## src/rtl/fetch_prefetch_queue_if.sv

```systemverilog
// Fetch-side bundle: IMEM request/response channel, execute redirect, and the head of the
// prefetch queue presented to decode.
interface fetch_prefetch_queue_if #(
  parameter int XLEN = 32
);
  // Handshake rules:
  // - A request transfers on a cycle where IMEM_req_o && IMEM_ready_i.
  // - IMEM_valid_i marks one response, returned in request order. IMEM has no back-pressure.
  // - The head entry transfers to decode on a cycle where PIP_valid_o && !stall_i.
  logic            IMEM_req_o;
  logic [XLEN-1:0] IMEM_addr_o;
  logic            IMEM_ready_i;
  logic            IMEM_valid_i;
  logic [XLEN-1:0] IMEM_data_i;
  logic            PIP_pc_load_i;
  logic [XLEN-1:0] PIP_target_address_i;
  logic            stall_i;
  logic            PIP_valid_o;
  logic [XLEN-1:0] PIP_instruction_o;
  logic [XLEN-1:0] PIP_pc_o;
  logic            PIP_TRAP_o;

  modport master (
    output IMEM_req_o, IMEM_addr_o, PIP_valid_o, PIP_instruction_o, PIP_pc_o, PIP_TRAP_o,
    input  IMEM_ready_i, IMEM_valid_i, IMEM_data_i, PIP_pc_load_i, PIP_target_address_i, stall_i
  );

  modport slave (
    input  IMEM_req_o, IMEM_addr_o, PIP_valid_o, PIP_instruction_o, PIP_pc_o, PIP_TRAP_o,
    output IMEM_ready_i, IMEM_valid_i, IMEM_data_i, PIP_pc_load_i, PIP_target_address_i, stall_i
  );
endinterface

```

## src/rtl/fetch_prefetch_queue.sv

```systemverilog
// Fetch stage that issues sequential IMEM fetches ahead of decode into an in-order prefetch
// queue, drops stale responses after a redirect, and flags misaligned redirect targets.
module fetch_prefetch_queue #(
  parameter int              XLEN            = 32,
  parameter int              DEPTH           = 4,
  parameter int              MAX_OUTSTANDING = 2,
  parameter logic [XLEN-1:0] START_ADDR      = '0
) (
  input  logic                   clk,
  input  logic                   reset,
  fetch_prefetch_queue_if.master bus
);
  localparam int PW = $clog2(DEPTH);
  localparam int CW = $clog2(DEPTH + 1);
  localparam int OW = $clog2(MAX_OUTSTANDING + 1);
  localparam logic [XLEN-1:0] NOP = XLEN'(32'h0000_0013);

  logic [XLEN-1:0] data_q [DEPTH];
  logic [XLEN-1:0] pc_q   [DEPTH];
  logic [DEPTH-1:0] trap_q;

  logic [PW-1:0]   head;
  logic [PW-1:0]   tail;
  logic [CW-1:0]   count;
  logic [OW-1:0]   outstanding;
  logic [OW-1:0]   discard;
  logic [XLEN-1:0] fetch_pc;
  logic [XLEN-1:0] rsp_pc;
  logic            halted;

  logic redirect;
  logic misaligned;
  logic head_valid;
  logic issue;
  logic rsp_fire;
  logic push;
  logic pop;

  assign redirect   = bus.PIP_pc_load_i;
  assign misaligned = bus.PIP_target_address_i[1:0] != 2'b00;
  assign head_valid = count != '0;

  // Every in-flight request holds a queue slot, so a response can always be written.
  assign bus.IMEM_req_o  = !reset && !halted && !redirect
                           && (int'(count) + int'(outstanding) < DEPTH)
                           && (int'(outstanding) < MAX_OUTSTANDING);
  assign bus.IMEM_addr_o = fetch_pc;

  assign issue    = bus.IMEM_req_o && bus.IMEM_ready_i;
  assign rsp_fire = bus.IMEM_valid_i && (outstanding != '0);
  assign push     = rsp_fire && (discard == '0) && !redirect;
  assign pop      = head_valid && !bus.stall_i && !redirect;

  assign bus.PIP_valid_o       = head_valid;
  assign bus.PIP_instruction_o = head_valid ? data_q[head] : NOP;
  assign bus.PIP_pc_o          = head_valid ? pc_q[head] : '0;
  assign bus.PIP_TRAP_o        = head_valid && trap_q[head];

  always_ff @(posedge clk) begin
    if (reset) begin
      head        <= '0;
      tail        <= '0;
      count       <= '0;
      outstanding <= '0;
      discard     <= '0;
      fetch_pc    <= START_ADDR;
      rsp_pc      <= START_ADDR;
      halted      <= 1'b0;
    end else begin
      outstanding <= outstanding + OW'(issue) - OW'(rsp_fire);
      if (redirect) begin
        // Everything still in flight belongs to the old stream and must be dropped.
        discard  <= outstanding - OW'(rsp_fire);
        fetch_pc <= bus.PIP_target_address_i;
        rsp_pc   <= bus.PIP_target_address_i;
        halted   <= misaligned;
        head     <= '0;
        if (misaligned) begin
          tail  <= PW'(1);
          count <= CW'(1);
        end else begin
          tail  <= '0;
          count <= '0;
        end
      end else begin
        if (rsp_fire && (discard != '0)) begin
          discard <= discard - OW'(1);
        end
        if (issue) begin
          fetch_pc <= fetch_pc + XLEN'(4);
        end
        if (push) begin
          tail   <= tail + PW'(1);
          rsp_pc <= rsp_pc + XLEN'(4);
        end
        if (pop) begin
          head <= head + PW'(1);
        end
        count <= count + CW'(push) - CW'(pop);
      end
    end
  end

  // Entry storage carries no reset; the head is masked by head_valid on the outputs.
  always_ff @(posedge clk) begin
    if (!reset) begin
      if (redirect) begin
        if (misaligned) begin
          data_q[0] <= NOP;
          pc_q[0]   <= bus.PIP_target_address_i;
          trap_q[0] <= 1'b1;
        end
      end else if (push) begin
        data_q[tail] <= bus.IMEM_data_i;
        pc_q[tail]   <= rsp_pc;
        trap_q[tail] <= 1'b0;
      end
    end
  end
endmodule
```

## src/flat_wrapper.sv

```systemverilog
// flat-port wrapper written by rule: the top's interface ports become plain ports
module fetch_prefetch_queue_flat 
#(
  parameter int              XLEN            = 32,
  parameter int              DEPTH           = 4,
  parameter int              MAX_OUTSTANDING = 2,
  parameter logic [XLEN-1:0] START_ADDR      = '0
)
  (clk, reset, bus_IMEM_req_o, bus_IMEM_addr_o, bus_PIP_valid_o, bus_PIP_instruction_o, bus_PIP_pc_o, bus_PIP_TRAP_o, bus_IMEM_ready_i, bus_IMEM_valid_i, bus_IMEM_data_i, bus_PIP_pc_load_i, bus_PIP_target_address_i, bus_stall_i);
  fetch_prefetch_queue_if #(.XLEN(XLEN)) bus_i ();
  input  logic clk;
  input  logic reset;
  output wire logic [$bits(bus_i.IMEM_req_o)-1:0] bus_IMEM_req_o;
  output wire logic [$bits(bus_i.IMEM_addr_o)-1:0] bus_IMEM_addr_o;
  output wire logic [$bits(bus_i.PIP_valid_o)-1:0] bus_PIP_valid_o;
  output wire logic [$bits(bus_i.PIP_instruction_o)-1:0] bus_PIP_instruction_o;
  output wire logic [$bits(bus_i.PIP_pc_o)-1:0] bus_PIP_pc_o;
  output wire logic [$bits(bus_i.PIP_TRAP_o)-1:0] bus_PIP_TRAP_o;
  input wire logic [$bits(bus_i.IMEM_ready_i)-1:0] bus_IMEM_ready_i;
  input wire logic [$bits(bus_i.IMEM_valid_i)-1:0] bus_IMEM_valid_i;
  input wire logic [$bits(bus_i.IMEM_data_i)-1:0] bus_IMEM_data_i;
  input wire logic [$bits(bus_i.PIP_pc_load_i)-1:0] bus_PIP_pc_load_i;
  input wire logic [$bits(bus_i.PIP_target_address_i)-1:0] bus_PIP_target_address_i;
  input wire logic [$bits(bus_i.stall_i)-1:0] bus_stall_i;
  assign bus_IMEM_req_o = bus_i.IMEM_req_o;
  assign bus_IMEM_addr_o = bus_i.IMEM_addr_o;
  assign bus_PIP_valid_o = bus_i.PIP_valid_o;
  assign bus_PIP_instruction_o = bus_i.PIP_instruction_o;
  assign bus_PIP_pc_o = bus_i.PIP_pc_o;
  assign bus_PIP_TRAP_o = bus_i.PIP_TRAP_o;
  assign bus_i.IMEM_ready_i = bus_IMEM_ready_i;
  assign bus_i.IMEM_valid_i = bus_IMEM_valid_i;
  assign bus_i.IMEM_data_i = bus_IMEM_data_i;
  assign bus_i.PIP_pc_load_i = bus_PIP_pc_load_i;
  assign bus_i.PIP_target_address_i = bus_PIP_target_address_i;
  assign bus_i.stall_i = bus_stall_i;
  fetch_prefetch_queue #(.XLEN(XLEN), .DEPTH(DEPTH), .MAX_OUTSTANDING(MAX_OUTSTANDING), .START_ADDR(START_ADDR)) u_core (.clk(clk), .reset(reset), .bus(bus_i));
endmodule
```

## config.mk

```make
export PLATFORM = sky130hd
export DESIGN_NAME = fetch_prefetch_queue_flat
export DESIGN_NICKNAME = d
export VERILOG_FILES = /design/src/rtl/fetch_prefetch_queue_if.sv /design/src/rtl/fetch_prefetch_queue.sv /design/src/flat_wrapper.sv
export SDC_FILE = /design/constraint.sdc
export NUM_CORES = 1
export LEC_CHECK = 0
export BUFFER_PORTS_ARGS = -buffer_cell sky130_fd_sc_hd__buf_2
export CORE_UTILIZATION = 55
export CTS_CLUSTER_DIAMETER = 80
export DETAILED_ROUTE_END_ITERATION = 8
export PLACE_DENSITY = 0.77
export SLEW_MARGIN = 0
export SYNTH_ARGS = -nofsm -noshare
export SYNTH_HDL_FRONTEND = slang
export SYNTH_SLANG_ARGS = --single-unit
export TNS_END_PERCENT = 100
```

## constraint.sdc

```tcl
create_clock -name clk -period 12.4 [get_ports clk]
set_clock_uncertainty 0.2 [all_clocks]
set_input_delay 0 -clock clk [delete_from_list [all_inputs] [get_ports clk]]
set_output_delay 0 -clock clk [all_outputs]
set_load 0.01 [all_outputs]
```

==> Flow_metrics.wiki <==
{| class="wikitable"
! Metric !! Value
|-
| Total internal power || about 2000 µW
|-
| # Max-Cap Violations || 0
|-
| Predominant post-synthesis flop cell || edfxtp_1
|-
| Pre-antenna DRT Iters || 7
|-
| CTS tree || done
|-
| Type of origin of the critical path || register
|-
| Row count || 59
|-
| IR Drop Worst-Case VDD || about 0.099 mV
|-
| Share of final-layout standard cells stronger than drive strength 1 || around a quarter
|-
| Ant diodes || 0
|-
| DRC violation count after routing || 0
|-
| R2R setup slack || 8.64 ns
|-
| Final Util || between 60 and 70%
|-
| FILL cells || between 1500 and 2000
|-
| Total setup violations reported at the end of the flow || 0
|-
| Initial antenna violation count || 0
|-
| Clock Pin Slew Worst Setup and Hold Paths || ~0.06 ns
|-
| Maximum clock frequency || between 200 and 300 MHz
|-
| Minimum clock period after layout || between 3 and 4 ns
|-
| Max H-tree Level || 2
|-
| Number of buffers created by CTS || 34
|-
| Final std cell area, no fill || 0.0176 mm²
|-
| RSZ-0062 raised after global routing || no
|-
| Area delta synth->final || 20.6%
|-
| Critical Path AT || 3.69 ns
|-
| Crit-path max FO || 43
|-
| Outcome || completed
|-
| Net count of the mapped netlist || between 1000 and 1500
|-
| Via count of the first global-routing pass || 9291
|-
| Initial Utilization || between 50% and 60%
|-
| Synth async-reset ratio || 0%
|-
| Vias after detailed routing || 9843
|-
| Transition at the pin with the smallest max-transition slack || between 1 and 1.5 ns
|-
| Final weighted congestion in routability-driven placement || about 0.9
|-
| Die extent in x || approximately 170 µm
|-
| Type of the setup path with the least slack || reg -> reg
|-
| Switching portion of total power || 23.7%
|-
| Sink Count || roughly 340
|-
| Switching Power || ~610 µW
|-
| Final clock period utilization by the worst path || between 30 and 40%
|-
| First-pass GRT wire length || roughly 52000 µm
|-
| Share of total power in sequential cells || about half
|-
| Count of pins over their slew limit || 0
|-
| Number of hold violations in the final report || 0
|-
| Remaining antenna violation count || 0
|-
| Max clock buf depth || 3
|-
| Cell variety after synth || between 50 and 60
|-
| Final sum of negative setup slack || 0 ns
|-
| Category of the worst setup path capture point || register
|-
| Vertical die dimension || 165 µm
|-
| Relative contribution of combinational cells to total power || roughly 11%
|-
| Post-CTS Setup Inserts || 0
|-
| Post-Place Cell Area || between 0.015 and 0.02 mm²
|-
| Critical path data required time || between 10 and 15 ns
|-
| Netlist area before placement || around 0.015 mm²
|-
| Number of register bits inferred by synthesis || between 300 and 400
|-
| Finished Layout Cells || approximately 1700
|-
| Standard cell core area || around 0.026 mm²
|-
| Hold Worst Slack || around 0.15 ns
|-
| Share of synthesized area occupied by flip-flops and latches || between 60% and 70%
|-
| Mean area per synthesized cell || 13.6 µm²
|-
| Detailed-placement wirelength estimate || slightly above 20000 µm
|-
| Post-synth EDFFs || 260
|-
| Floorplan die area || roughly 0.027 mm²
|-
| Pwr per Cell Area || between 100 and 150 mW/mm²
|-
| Cell count after synthesis || around 1100
|-
| Number of instances in the placed design || around 1500
|-
| # nets final || 1393
|-
| Clock share of power || ~39%
|-
| Pin count of the biggest net entering global routing || roughly 70
|-
| Total leakage power || about 0.0066 µW
|-
| Ports || ~170
|-
| Vias per Instance || 5.89
|-
| Synthesis warning total || 0
|-
| IO Port Bufs || roughly 170
|-
| Clk root buf || clkbuf_16
|-
| Clock network latency to the later pin of the worst-skew pair || roughly 0.5 ns
|-
| All-layer global routing usage || 25.1%
|-
| Relative slew slack || about 30%
|-
| Sum of overflow across all layers after global routing || 0
|-
| Wire length reported by the detailed router || ~34000 µm
|-
| Post-DR wirelength/cell || slightly above 20 µm
|-
| Kind of path behind the tightest hold check || in -> reg
|-
| Iteration-0 DRC Markers || around 1100
|}
## final timing paths
check,start,to,cells past startpoint
worst max-delay path,u_core.discard[0]$_SDFFE_PP0P_,u_core.pc_q[2][8]$_DFFE_PP_,10
worst min-delay path,bus_PIP_target_address_i[17],u_core.rsp_pc[17]$_SDFFE_PP0N_,4
worst min register to register,u_core.rsp_pc[1]$_SDFFE_PP0P_,u_core.rsp_pc[1]$_SDFFE_PP0P_,2
worst max register to register,u_core.discard[0]$_SDFFE_PP0P_,u_core.pc_q[2][8]$_DFFE_PP_,10
## through the flow
stage | total power (µW) | setup slack (ns)
after floorplan | 1490 | 6.14
after global placement | 1590 | 8.78
after detailed placement | 1600 | 8.67
after CTS | 2600 | 8.61
after global routing | 2680 | 8.41
final | 2600 | 8.64
## state kept, by name, summed over array words and instances (netlist names), 3 cells and up, named ones only
name,count
u_core.count,3
u_core.pc_q,128
u_core.trap_q,4
u_core.rsp_pc,32
u_core.data_q,128
u_core.bus.IMEM_addr_o,32
## cells in the final DEF, fill, tap and decap left out, drive strengths merged, types with 24 or more instances in the layout
cell type    count
dlygate4sd3     75
buf            183
a21oi           25
inv             24
nor2            61
xor2            26
mux4            65
nand2          148
clkbuf          42
dfxtp           78
nand3           34
and2            64
and3            39
edfxtp         260
## cells in the mapped netlist, drive strengths merged (5+ instances only)
| master | count | share of area, % |
|---|---|---|
| nor3 | 10 | 0.38 |
| nand3 | 34 | 1.2 |
| xnor2 | 13 | 0.78 |
| mux2i | 5 | 0.34 |
| dfxtp | 78 | 11 |
| o211ai | 9 | 0.56 |
| o22ai | 6 | 0.26 |
| and4 | 5 | 0.30 |
| a21oi | 25 | 0.86 |
| clkbuf | 41 | 1.1 |
| a31oi | 13 | 0.56 |
| or3 | 6 | 0.29 |
| buf | 17 | 0.54 |
| or2 | 7 | 0.30 |
| nand4 | 23 | 1.1 |
| nor4 | 10 | 0.72 |
| a21boi | 8 | 0.41 |
| ha | 12 | 1.0 |
| xor2 | 26 | 1.6 |
| and3 | 39 | 1.7 |
| inv | 23 | 0.59 |
| a211oi | 15 | 0.77 |
| nand2 | 148 | 3.8 |
| edfxtp | 260 | 53 |
| o21ai | 17 | 0.58 |
| nor2 | 61 | 1.6 |
| and2 | 64 | 2.7 |
| mux4 | 65 | 10 |
## power by group through the flow
stage                     Sequential, µW  Clock, µW  Combinational, µW
final                               1300       1000                291
after global routing                1310       1050                319
after CTS                           1300       1010                292
after detailed placement            1330          0                270
after global placement              1320          0                266
after floorplan                     1320          0                169
## cell families (layout without fill, tap and decap cells)
kind of cell | count (synthesis) | after routing | share of synthesized area (%)
AO/OA/AOI/OAI | 117 | 117 | 5.39
XOR/XNOR | 39 | 39 | 2.34
adder cells (fa/ha/maj) | 13 | 13 | 1.16
buffers and inverters | 81 | 342 | 2.18
flip-flops | 338 | 338 | 64.1
multiplexers | 72 | 72 | 10.5
AND/OR/NAND/NOR | 414 | 414 | 14.3
## critical path: stages, from the launching register on
cell	delay [ns]
dfxtp_1	0.30
inv_1	0.08
ha_1	0.23
o211a_1	0.16
buf_4	0.40
nand2_1	0.09
buf_4	0.29
inv_1	0.12
nand2_1	0.14
nor2_4	0.64
buf_4	0.65
## timing repair
| action | 4_1_cts | 5_1_grt |
|---|---|---|
| hold endpoints to repair | 332 | 0 |
| hold buffers | 75 | 0 |
| resized for setup | 0 | 0 |
## routing by layer
metal / GRT usage [%] / share of wire, % / vias to the layer above / routed length [µm]
met3: 3.67 / 7.2 / 64 / 2450
met2: 41.1 / 49 / 459 / 16500
li1: - / - / 4507 / -
met1: 35.3 / 42 / 4813 / 14300
met4: 6.88 / 2.3 / 0 / 787
met5: 0 / 0 / - / 0
## cell type report
class / count / area [µm²] / share of cell area (%)
Clock inverter: 19 / 170 / 0.965
Clock buffer: 42 / 912 / 5.17
Tap cell: 335 / 419 / 2.38
Multi-Input combinational cell: 655 / 4960 / 28.1
Timing Repair Buffer: 258 / 1700 / 9.67
Sequential cell: 338 / 9370 / 53.2
Inverter: 23 / 86.3 / 0.490
Power figures use the tool's default switching activity.
